### config.mk
export PLATFORM = sky130hd
export DESIGN_NAME = program_mem_responder_flat
export DESIGN_NICKNAME = d
export VERILOG_FILES = /design/src/rtl/program_mem_responder_if.sv /design/src/rtl/program_mem_responder.sv /design/src/flat_wrapper.sv
export SDC_FILE = /design/constraint.sdc
export NUM_CORES = 1
export LEC_CHECK = 0
export BUFFER_PORTS_ARGS = -buffer_cell sky130_fd_sc_hd__buf_2
export CAP_MARGIN = 20
export CELL_PAD_IN_SITES_DETAIL_PLACEMENT = 0
export CELL_PAD_IN_SITES_GLOBAL_PLACEMENT = 1
export CORE_UTILIZATION = 37
export DETAILED_ROUTE_END_ITERATION = 7
export PLACE_DENSITY = 0.84
export SLEW_MARGIN = 20
export SYNTH_ARGS = -nofsm -noshare
export SYNTH_HDL_FRONTEND = slang
export SYNTH_SLANG_ARGS = --single-unit
### constraint.sdc
create_clock -name clk -period 2.8 [get_ports clk]
set_input_delay 0 -clock clk [delete_from_list [all_inputs] [get_ports clk]]
set_output_delay 0 -clock clk [all_outputs]
set_load 0.005 [all_outputs]
### src/rtl/program_mem_responder_if.sv
// program_mem_responder_if: icache miss ports and program-memory read port; slave = responder view, master = environment view
interface program_mem_responder_if #(
  parameter int NUM_CONSUMERS = 2,
  parameter int ADDR_BITS     = 8,
  parameter int DATA_BITS     = 16
);
  logic [NUM_CONSUMERS-1:0]           consumer_read_valid;
  logic [NUM_CONSUMERS*ADDR_BITS-1:0] consumer_read_address;
  logic [NUM_CONSUMERS-1:0]           consumer_read_ready;
  logic [NUM_CONSUMERS*DATA_BITS-1:0] consumer_read_data;
  logic                               mem_read_valid;
  logic [ADDR_BITS-1:0]               mem_read_address;
  logic                               mem_read_ready;
  logic [DATA_BITS-1:0]               mem_read_data;
  modport slave (
    input  consumer_read_valid, consumer_read_address, mem_read_ready, mem_read_data,
    output consumer_read_ready, consumer_read_data, mem_read_valid, mem_read_address
  );
  modport master (
    output consumer_read_valid, consumer_read_address, mem_read_ready, mem_read_data,
    input  consumer_read_ready, consumer_read_data, mem_read_valid, mem_read_address
  );
endinterface

### src/rtl/program_mem_responder.sv
// program_mem_responder: round-robin arbiter of icache miss ports onto one program-memory read port; clk/reset, bus (slave), total_reads/busy_cycles counters
module program_mem_responder #(
  parameter int NUM_CONSUMERS = 2,
  parameter int ADDR_BITS     = 8,
  parameter int DATA_BITS     = 16
) (
  input  logic                    clk,
  input  logic                    reset,
  program_mem_responder_if.slave  bus,
  output logic [31:0]             total_reads,
  output logic [31:0]             busy_cycles
);
  localparam int IW = NUM_CONSUMERS > 1 ? $clog2(NUM_CONSUMERS) : 1;
  typedef enum logic [1:0] {IDLE, READ_WAITING, RELAYING} state_t;
  state_t                             state_q, state_d;
  logic [IW-1:0]                      grant_q, grant_d, rr_q, rr_d, win, cand;
  logic                               found;
  logic [NUM_CONSUMERS-1:0]           ready_q, ready_d;
  logic [NUM_CONSUMERS*DATA_BITS-1:0] data_q, data_d;
  logic                               mvalid_q, mvalid_d;
  logic [ADDR_BITS-1:0]               maddr_q, maddr_d;
  logic [31:0]                        reads_q, reads_d, busy_q, busy_d;
  always_ff @(posedge clk) begin
    if (reset) begin
      state_q  <= IDLE;
      grant_q  <= '0;
      rr_q     <= '0;
      ready_q  <= '0;
      data_q   <= '0;
      mvalid_q <= 1'b0;
      maddr_q  <= '0;
      reads_q  <= '0;
      busy_q   <= '0;
    end else begin
      state_q  <= state_d;
      grant_q  <= grant_d;
      rr_q     <= rr_d;
      ready_q  <= ready_d;
      data_q   <= data_d;
      mvalid_q <= mvalid_d;
      maddr_q  <= maddr_d;
      reads_q  <= reads_d;
      busy_q   <= busy_d;
    end
  end
  always_comb begin
    state_d  = state_q;
    grant_d  = grant_q;
    rr_d     = rr_q;
    ready_d  = ready_q;
    data_d   = data_q;
    mvalid_d = mvalid_q;
    maddr_d  = maddr_q;
    reads_d  = reads_q;
    busy_d   = busy_q;
    win      = rr_q;
    cand     = '0;
    found    = 1'b0;
    // scan from the farthest offset down so the requester nearest rr_q wins last
    for (int i = NUM_CONSUMERS - 1; i >= 0; i--) begin
      cand = IW'((int'(rr_q) + i) % NUM_CONSUMERS);
      if (bus.consumer_read_valid[cand]) begin
        found = 1'b1;
        win   = cand;
      end
    end
    case (state_q)
      IDLE: if (found) begin
        grant_d  = win;
        maddr_d  = bus.consumer_read_address[win*ADDR_BITS +: ADDR_BITS];
        mvalid_d = 1'b1;
        state_d  = READ_WAITING;
      end
      READ_WAITING: begin
        busy_d = busy_q + 32'd1;
        if (bus.mem_read_ready) begin
          mvalid_d                                 = 1'b0;
          data_d[grant_q*DATA_BITS +: DATA_BITS]   = bus.mem_read_data;
          ready_d[grant_q]                         = 1'b1;
          reads_d                                  = reads_q + 32'd1;
          state_d                                  = RELAYING;
        end
      end
      RELAYING: if (!bus.consumer_read_valid[grant_q]) begin
        ready_d[grant_q] = 1'b0;
        rr_d             = IW'((int'(grant_q) + 1) % NUM_CONSUMERS);
        state_d          = IDLE;
      end
      default: state_d = IDLE;
    endcase
  end
  assign bus.consumer_read_ready = ready_q;
  assign bus.consumer_read_data  = data_q;
  assign bus.mem_read_valid      = mvalid_q;
  assign bus.mem_read_address    = maddr_q;
  assign total_reads             = reads_q;
  assign busy_cycles             = busy_q;
endmodule

### src/flat_wrapper.sv
// flat-port wrapper written by rule: the top's interface ports become plain ports
module program_mem_responder_flat 
#(
  parameter int NUM_CONSUMERS = 2,
  parameter int ADDR_BITS     = 8,
  parameter int DATA_BITS     = 16
)
  (clk, reset, total_reads, busy_cycles, bus_consumer_read_valid, bus_consumer_read_address, bus_mem_read_ready, bus_mem_read_data, bus_consumer_read_ready, bus_consumer_read_data, bus_mem_read_valid, bus_mem_read_address);
  program_mem_responder_if #(.NUM_CONSUMERS(NUM_CONSUMERS), .ADDR_BITS(ADDR_BITS), .DATA_BITS(DATA_BITS)) bus_i ();
  input  logic clk;
  input  logic reset;
  output logic [31:0] total_reads;
  output logic [31:0] busy_cycles;
  input wire logic [$bits(bus_i.consumer_read_valid)-1:0] bus_consumer_read_valid;
  input wire logic [$bits(bus_i.consumer_read_address)-1:0] bus_consumer_read_address;
  input wire logic [$bits(bus_i.mem_read_ready)-1:0] bus_mem_read_ready;
  input wire logic [$bits(bus_i.mem_read_data)-1:0] bus_mem_read_data;
  output wire logic [$bits(bus_i.consumer_read_ready)-1:0] bus_consumer_read_ready;
  output wire logic [$bits(bus_i.consumer_read_data)-1:0] bus_consumer_read_data;
  output wire logic [$bits(bus_i.mem_read_valid)-1:0] bus_mem_read_valid;
  output wire logic [$bits(bus_i.mem_read_address)-1:0] bus_mem_read_address;
  assign bus_i.consumer_read_valid = bus_consumer_read_valid;
  assign bus_i.consumer_read_address = bus_consumer_read_address;
  assign bus_i.mem_read_ready = bus_mem_read_ready;
  assign bus_i.mem_read_data = bus_mem_read_data;
  assign bus_consumer_read_ready = bus_i.consumer_read_ready;
  assign bus_consumer_read_data = bus_i.consumer_read_data;
  assign bus_mem_read_valid = bus_i.mem_read_valid;
  assign bus_mem_read_address = bus_i.mem_read_address;
  program_mem_responder #(.NUM_CONSUMERS(NUM_CONSUMERS), .ADDR_BITS(ADDR_BITS), .DATA_BITS(DATA_BITS)) u_core (.clk(clk), .reset(reset), .bus(bus_i), .total_reads(total_reads), .busy_cycles(busy_cycles));
endmodule
==> results of run 1 <==
==> cells in the mapped netlist (2+ instances only) <==
cell / instances / area [um^2]
dfxtp_1: 111 / 2220
nand2_1: 87 / 327
a21oi_1: 75 / 375
nor2_1: 43 / 161
or4_1: 25 / 188
clkbuf_1: 22 / 82.6
o31ai_1: 22 / 165
o21ai_0: 19 / 95.1
or3_1: 17 / 106
nand4_1: 15 / 93.8
xnor2_1: 15 / 131
nand3_1: 14 / 70.1
inv_1: 13 / 48.8
mux2i_1: 11 / 110
a211oi_1: 8 / 60.1
nor3_1: 8 / 40.0
nor4_1: 8 / 50.1
and4_1: 6 / 52.6
buf_1: 6 / 22.5
buf_2: 5 / 25.0
nor2b_1: 5 / 31.3
xor2_1: 5 / 43.8
mux2_2: 4 / 45.0
nand4b_1: 3 / 26.3
buf_6: 2 / 22.5
ha_1: 2 / 25.0
nand3b_4: 2 / 40.0
nand4_2: 2 / 25.0
==> state kept, by name, summed over array words and instances (netlist names), named ones only <==
name and flops:
u_core.bus.consumer_read_data 32, u_core.busy_cycles 32, u_core.total_reads 32, u_core.bus.mem_read_address 8
u_core.state_q 2, u_core.bus.mem_read_valid 1, u_core.grant_q 1, u_core.rr_q 1
==> how the worst min path moves through the flow <==
| stage | from | end |
|---|---|---|
| floorplan | bus_mem_read_ready | u_core.state_q[0] |
| global placement | bus_mem_read_data[6] | u_core.bus.consumer_read_data[6] |
| detailed placement | bus_mem_read_data[6] | u_core.bus.consumer_read_data[22] |
| CTS | bus_consumer_read_address[15] | u_core.bus.mem_read_address[7] |
| global route | bus_consumer_read_address[15] | u_core.bus.mem_read_address[7] |
| finish | bus_consumer_read_address[15] | u_core.bus.mem_read_address[7] |
==> stage by stage <==
| step | power, mW | worst slack [ns] | utilization | hold WS, ns |
|---|---|---|---|---|
| detailed placement | 1.92 | 0.342 | 0.444 | 0.260 |
| finish | 3.42 | 0.335 | 0.497 | 0.00788 |
| floorplan | 1.82 | 0.716 | - | 0.122 |
| global route | 3.57 | 0.167 | 0.497 | 0.0290 |
| CTS | 3.46 | 0.342 | 0.497 | 0.000262 |
| global placement | 1.91 | 0.440 | 0.444 | 0.252 |
==> what timing repair did <==
item,in CTS,in global routing
endpoints found under the hold margin,41,0
hold buffers,31,0
setup endpoints to repair,0,0
==> area by class of cell <==
class	instances	share of cell area
inverter	13	0.00779
clock buffer	11	0.0403
sequential	111	0.355
tap	172	0.0343
clock inverter	5	0.0166
timing repair buffer	181	0.172
multi-input combinational	405	0.374
==> logic make-up after synthesis <==
kind of cell | synth area share
buffers and inverters | 0.0438
DFF | 0.465
muxes | 0.0325
AOI/OAI and AO/OA | 0.149
adders and majority gates | 0.00734
xor gates and xnor gates | 0.0367
and+or+nand+nor | 0.265
==> per-layer routing <==
layer,wire (um),global-route usage,up-vias
li1,-,-,2329
met1,5530,0.230,2195
met2,5810,0.303,106
met3,631,0.0418,16
met4,231,0.0831,0
met5,0,0,-
==> power by group <==
part,total (mW),internal (mW),switching [mW]
Clock,1.50,0.923,0.574
Combinational,0.273,0.132,0.141
Sequential,1.65,1.62,0.0319
Total,3.42,2.67,0.747
==> critical path: stages (launching register included) <==
cell and delay (ns):
dfxtp_1 0.55, nand3b_4 0.24, or4_1 0.85, or4_1 0.60, a21oi_1 0.15
==> impl_metrics.csv, run 1 <==
group,metric,value,unit
run_status,status,"finished, final reports clean",
layout,final_area,6270,um^2
setup_path,cp.arrival,2.74,ns
run,maxCapViolCount,0,
timing,finClkSkew,0.00602,ns
clock_tree,cts_tree,"built",
grt,antenna_found_initial,0,
setup_path,rr_worst_depth,4,
drt,drt_first_pass_iters,4,
setup_path,crit_type,"reg2reg",
hold_path,hold_path.class,"in2reg",
drt,route.detailed.drc,0,
layout,fillers,1220,
drt,num_vias,4646,
setup_path,r2r_start,"u_core.state_q[0]",
grt,grt_pass1_vias,4112,
place,place_congestion,0.781,
timing,max_slew_margin,0.583,
timing,setup_viol,0,
pwr,p_leak,2.49,nW
clock_tree,htreeDepth,3,
setup_path,cp_max_fo,18,
setup_path,critPathCaptureType,"register",
layout,regArea,2220,um^2
place,placed_area,5600,um^2
grt,grt_pass1_wl,19400,um
synthesis,async_reset_ff_frac,0,
layout,drive_above_1_share,0.244,
clock_tree,path_clk_slew,0.07,ns
timing,period_share,0.880,
drt,routed_wl,12200,um
clock_tree,cts_buffer_depth,2,
pwr,powerDensity,546,nW/um^2
synthesis,synth.cell_area,4770,um^2
layout,final_common_cell,"buf_2",
layout,multiInputGateArea,2340,um^2
drt,drtIter0Drc,234,
die,fp.dieW,116,um
layout,fin_cells,898,
die,ios,144,
drt,routedWlPerCell,13.6,um
clock_tree,cts_sinks,111,
clock_tree,clock_latency,0.35,ns
timing,grt_setup_unrepaired,"false",
setup_path,crit_end,"u_core.total_reads[31]",
place,dp.cells,851,
place,dp_hpwl,8280,um
synthesis,yosysSeqAreaShare,0.465,
synthesis,synth_warnings,0,
layout,antenna_cells,0,
timing,hold_viol,0,
pwr,irDropWorstVdd,320,uV
drt,avgViaCountPerCell,5.17,
synthesis,syn-num-nets,604,
synthesis,synth.distinct_cells,38,
timing,max_freq,406,MHz
synthesis,yosys_most_used_dff,"dfxtp_1",
timing,fin_crit,2.47,ns
layout,final_nets,760,
clock_tree,numCtsBuffers,9,
setup_path,cp.required,3.08,ns
setup_path,critPathLaunch,"u_core.state_q[0]",
grt,gr-total-overflow,0,
clock_tree,post_cts_resized,0,
grt,grt_start_max_net_pins,59,
drt,postRouteAntennaNets,0,
die,start_util,0.378,
grt,grt_usage,0.184,
layout,final_cell_mix,"buf_2 (142), dfxtp_1 (111), nand2_1 (87), a21oi_1 (75), nor2_1 (43)",
timing,drv_slew,0,
layout,area_delta_synth_final,31.3,%
die,core-area,12600,um^2
setup_path,worstSetupStartpointType,"register",
hold_path,min_delay_path_depth,3,
timing,worst-slew-pin-transition,0.626,ns
clock_tree,cts_setup_buffers,0,
clock_tree,cts-root-buf,"clkbuf_16",
timing,setup_tns,0,ns
setup_path,r2r-end,"u_core.total_reads[31]",
synthesis,avgSynthCellArea,8.45,um^2
synthesis,synth_cells,565,
die,fp-row-count,41,
die,die_area,13400,um^2
die,die_y,116,um
setup_path,reg2reg_slack,0.33,ns
place,io_buffer_count,143,
synthesis,synth_edf_count,0,
synthesis,ys_seq_elements,111,
Power figures use the tool's default switching activity.
==> inputs of run 2 (changes only) <==
--- a/config.mk
+++ b/config.mk
@@ -11,6 +11,7 @@
 export CELL_PAD_IN_SITES_GLOBAL_PLACEMENT = 1
 export CORE_UTILIZATION = 37
 export DETAILED_ROUTE_END_ITERATION = 7
+export HOLD_SLACK_MARGIN = 0.1
 export PLACE_DENSITY = 0.84
 export SLEW_MARGIN = 20
 export SYNTH_ARGS = -nofsm -noshare
==> impl_metrics.csv, run 2 (synthesized netlist as in run 1, its figures left out) <==
group,metric,value,unit
run_status,status,"finished, final reports clean",
layout,fillers,1219,
timing,finClkSkew,0.00588,ns
setup_path,critPathCaptureType,"register",
timing,worst-slew-pin-transition,0.622,ns
die,start_util,0.378,
drt,drt_first_pass_iters,4,
layout,drive_above_1_share,0.242,
setup_path,crit_path_top_delay_cell,"or4_1",
clock_tree,cts_buffer_depth,2,
layout,area_delta_synth_final,32.3,%
clock_tree,htreeDepth,3,
grt,grt_start_max_net_pins,59,
hold_path,hold_path.class,"in2reg",
setup_path,max_stage_delay,0.85,ns
timing,grt_setup_unrepaired,"false",
setup_path,crit_chain,"nand3b_4 -> or4_1 -> or4_1 -> a21oi_1",
clock_tree,numCtsBuffers,9,
setup_path,cp_common_cell,"or4_1",
setup_path,crit_type,"reg2reg",
layout,final_cell_mix,"buf_2 (142), dfxtp_1 (111), nand2_1 (87), a21oi_1 (75), nor2_1 (43)",
grt,gr-total-overflow,0,
layout,regArea,2220,um^2
die,core-area,12600,um^2
drt,routedWlPerCell,13.6,um
pwr,irDropWorstVdd,320,uV
pwr,powerDensity,544,nW/um^2
setup_path,cp.required,3.08,ns
drt,route.detailed.drc,0,
grt,grt_pass1_vias,4125,
clock_tree,path_clk_slew,0.07,ns
drt,postRouteAntennaNets,0,
place,io_buffer_count,143,
place,dp_hpwl,8280,um
place,dp_slack,0.342,ns
layout,final_nets,765,
drt,num_vias,4667,
layout,antenna_cells,0,
die,fp.dieW,116,um
timing,worst_slack,0.329,ns
clock_tree,cts_sinks,111,
layout,final_common_cell,"buf_2",
clock_tree,clock_latency,0.35,ns
timing,period_share,0.882,
layout,multiInputGateArea,2340,um^2
timing,setup_viol,0,
timing,drv_slew,0,
timing,setup_tns,0,ns
clock_tree,post_cts_resized,0,
timing,max_freq,405,MHz
grt,grt_usage,0.185,
die,ios,144,
die,die_y,116,um
place,place_congestion,0.781,
clock_tree,cts_setup_buffers,0,
run,maxCapViolCount,0,
drt,drtIter0Drc,270,
timing,max_slew_margin,0.585,
pwr,p_leak,2.51,nW
clock_tree,cts_hold_buffers,36,
clock_tree,cts_tree,"built",
die,fp-row-count,41,
grt,grt_pass1_wl,19500,um
drt,avgViaCountPerCell,5.17,
clock_tree,cts-root-buf,"clkbuf_16",
setup_path,reg2reg_slack,0.33,ns
grt,antenna_found_initial,0,
timing,fin_crit,2.47,ns
timing,hold_viol,0,
setup_path,cp.arrival,2.75,ns
pwr,p_total,3.44,mW
die,die_area,13400,um^2
drt,routed_wl,12300,um
setup_path,worstSetupStartpointType,"register",
setup_path,cp_max_fo,18,
-- run 2: cell types whose count changed in the layout (fill, tap and decap cells not counted) --
cell / change
dlygate4sd3_1: +5
-- run 2: critical path, delay by kind of cell (launching register included) --
family	cells	cell delay, ns
AOI/OAI and AO/OA	1	0.15
DFF	1	0.56
and+or+nand+nor	3	1.69
-- run 2: cell type report --
class                   count  area share
multi-input cells         405       0.371
repair buffers            186       0.179
clock buffers              11      0.0400
clock inverters             5      0.0164
flip-flops and latches    111       0.352
well taps                 172      0.0341
inverters                  13     0.00772
-- run 2: final timing paths --
kind | start | endpoint | cells past startpoint
worst min register to register | u_core.bus.consumer_read_data[7] | u_core.bus.consumer_read_data[7] | 2
worst max register to register | u_core.state_q[0] | u_core.total_reads[31] | 4
worst min-delay path | reset | u_core.busy_cycles[9] | 2
worst max-delay path | u_core.state_q[0] | u_core.total_reads[31] | 4
-- run 2: power breakdown --
group	internal [mW]	total [mW]	switching, mW	leakage (nW)
registers	1.62	1.65	0.0323	0.899
clock network	0.924	1.50	0.579	0.176
logic	0.138	0.282	0.143	1.43
-- run 2: through the flow --
step | instance area (um^2) | util | hold slack [ns] | instances
floorplan | 4770 | - | 0.122 | 565
global route | 6320 | 0.501 | 0.166 | 903
finish | 6320 | 0.501 | 0.141 | 903
CTS | 6320 | 0.501 | 0.144 | 903
global placement | 5600 | 0.444 | 0.252 | 851
detailed placement | 5600 | 0.444 | 0.260 | 851
-- run 2: per-layer routing --
| metal | vias to the layer above | GRT usage | share of wire |
|---|---|---|---|
| met5 | - | 0 | 0 |
| li1 | 2340 | - | - |
| met3 | 16 | 0.0392 | 0.053 |
| met1 | 2191 | 0.231 | 0.45 |
| met2 | 120 | 0.307 | 0.48 |
| met4 | 0 | 0.0814 | 0.019 |
==> inputs of run 3 (changes only) <==
--- a/config.mk
+++ b/config.mk
@@ -9,6 +9,7 @@
 export CAP_MARGIN = 20
 export CELL_PAD_IN_SITES_DETAIL_PLACEMENT = 0
 export CELL_PAD_IN_SITES_GLOBAL_PLACEMENT = 1
+export CORE_ASPECT_RATIO = 0.75
 export CORE_UTILIZATION = 37
 export DETAILED_ROUTE_END_ITERATION = 7
 export HOLD_SLACK_MARGIN = 0.1
==> impl_metrics.csv, run 3 (synthesized netlist as in run 1, its figures left out) <==
group,metric,value,unit
timing,setup_viol,0,
timing,max_freq,411,MHz
timing,finClkSkew,0.0107,ns
clock_tree,cts_sinks,111,
die,start_util,0.384,
grt,grt.met1_usage,0.223,
grt,grt.busiest_layer,"met2",
layout,final_nets,763,
pwr,powerDensity,507,nW/um^2
drt,num_vias,4630,
setup_path,worstSetupStartpointType,"register",
timing,period_share,0.869,
clock_tree,cts-root-buf,"clkbuf_16",
drt,postRouteAntennaNets,0,
timing,worst_slack,0.367,ns
layout,final_cell_mix,"buf_2 (142), dfxtp_1 (111), nand2_1 (87), a21oi_1 (75), nor2_1 (43)",
pwr,switchingPower,0.779,mW
layout,antenna_cells,0,
setup_path,critPathCaptureType,"register",
setup_path,cp.arrival,2.71,ns
pwr,p_leak,2.46,nW
die,fp-row-count,35,
place,dp_hpwl,8220,um
timing,grt_setup_unrepaired,"false",
grt,antenna_found_initial,0,
pwr,irDropWorstVdd,266,uV
hold_path,hold_path.class,"in2reg",
layout,fin_cells,895,
drt,drtIter0Drc,211,
timing,max_slew_margin,0.364,
place,dp.cells,843,
timing,worst-slew-pin-transition,0.954,ns
grt,grt_pass1_vias,4176,
timing,fin_crit,2.43,ns
clock_tree,clock_latency,0.35,ns
clock_tree,cts_buffer_depth,2,
layout,area_delta_synth_final,30.3,%
layout,final_core_util,0.500,
grt,grt_pass1_wl,19800,um
grt,grt_start_max_net_pins,90,
place,place_congestion,0.770,
timing,hold_viol,0,
timing,setup_tns,0,ns
pwr,seq_power_share,0.524,
clock_tree,cts_setup_buffers,0,
die,fp.dieW,133,um
grt,gr-total-overflow,0,
die,die_area,13400,um^2
grt,grt_use_met3,0.0601,
grt,grt_usage,0.183,
pwr,combPwrFrac,0.089,
die,core-area,12400,um^2
timing,drv_slew,0,
clock_tree,cts_tree,"built",
drt,routedWlPerCell,13.7,um
layout,final_common_cell,"buf_2",
drt,route.detailed.drc,0,
pwr,switching_share,0.247,
die,ios,144,
setup_path,crit_type,"reg2reg",
setup_path,reg2reg_slack,0.37,ns
run,maxCapViolCount,0,
pwr,intPower,2.37,mW
pwr,pwr-share-clk,0.388,
clock_tree,path_clk_slew,0.07,ns
run_status,status,"finished, final reports clean",
clock_tree,htreeDepth,3,
clock_tree,numCtsBuffers,9,
layout,drive_above_1_share,0.240,
setup_path,cp_max_fo,18,
drt,avgViaCountPerCell,5.17,
place,dp_slack,0.373,ns
die,die_y,100,um
drt,routed_wl,12300,um
drt,drt_first_pass_iters,4,
setup_path,cp.required,3.07,ns
grt,use_met2,0.310,
place,io_buffer_count,143,
==> run 3: final cells by class <==
type,instances,area (um^2)
fill,1231,6220
multi-input combinational,405,2340
sequential,111,2220
timing repair buffer,184,1120
clock buffer,9,225
tap,166,208
clock inverter,7,56.3
inverter,13,48.8
==> run 3: routing by layer <==
metal | share of wire | vias to the layer above
met2 | 0.47 | 114
met5 | 0 | -
li1 | - | 2341
met1 | 0.45 | 2163
met3 | 0.066 | 12
met4 | 0.0087 | 0
==> run 3: final timing paths <==
kind                                       end                         startpoint  cells after the start
max                     u_core.total_reads[29]                  u_core.state_q[0]                      4
min reg2reg  u_core.bus.consumer_read_data[19]  u_core.bus.consumer_read_data[19]                      2
min                     u_core.busy_cycles[10]                              reset                      2
max reg2reg             u_core.total_reads[29]                  u_core.state_q[0]                      4
==> run 3: per-stage QoR <==
| step | hold slack [ns] | total power, mW | cell area [um^2] |
|---|---|---|---|
| after floorplan | 0.122 | 1.82 | 4770 |
| after global placement | 0.251 | 1.91 | 5580 |
| after detailed placement | 0.257 | 1.92 | 5580 |
| final | 0.264 | 3.15 | 6220 |
| after global routing | 0.281 | 3.30 | 6220 |
| after CTS | 0.260 | 3.19 | 6220 |
==> run 3: repair_timing <==
action	CTS	global route
endpoints found under the hold margin	44	0
endpoints found under the setup margin	0	0
hold buffers	36	0
resized for setup	0	0
==> run 3: power groups by stage <==
stage / combinational [mW] / clock (mW) / sequential (mW)
global route: 0.311 / 1.33 / 1.66
finish: 0.279 / 1.22 / 1.65
CTS: 0.278 / 1.26 / 1.65
detailed placement: 0.231 / 0 / 1.69
floorplan: 0.135 / 0 / 1.68
global placement: 0.225 / 0 / 1.68
==> run 3: worst max-delay path, stage by stage (launching register included) <==
cell	delay, ns
dfxtp_1	0.55
nand3b_4	0.23
or4_1	0.85
or4_1	0.59
a21oi_1	0.14
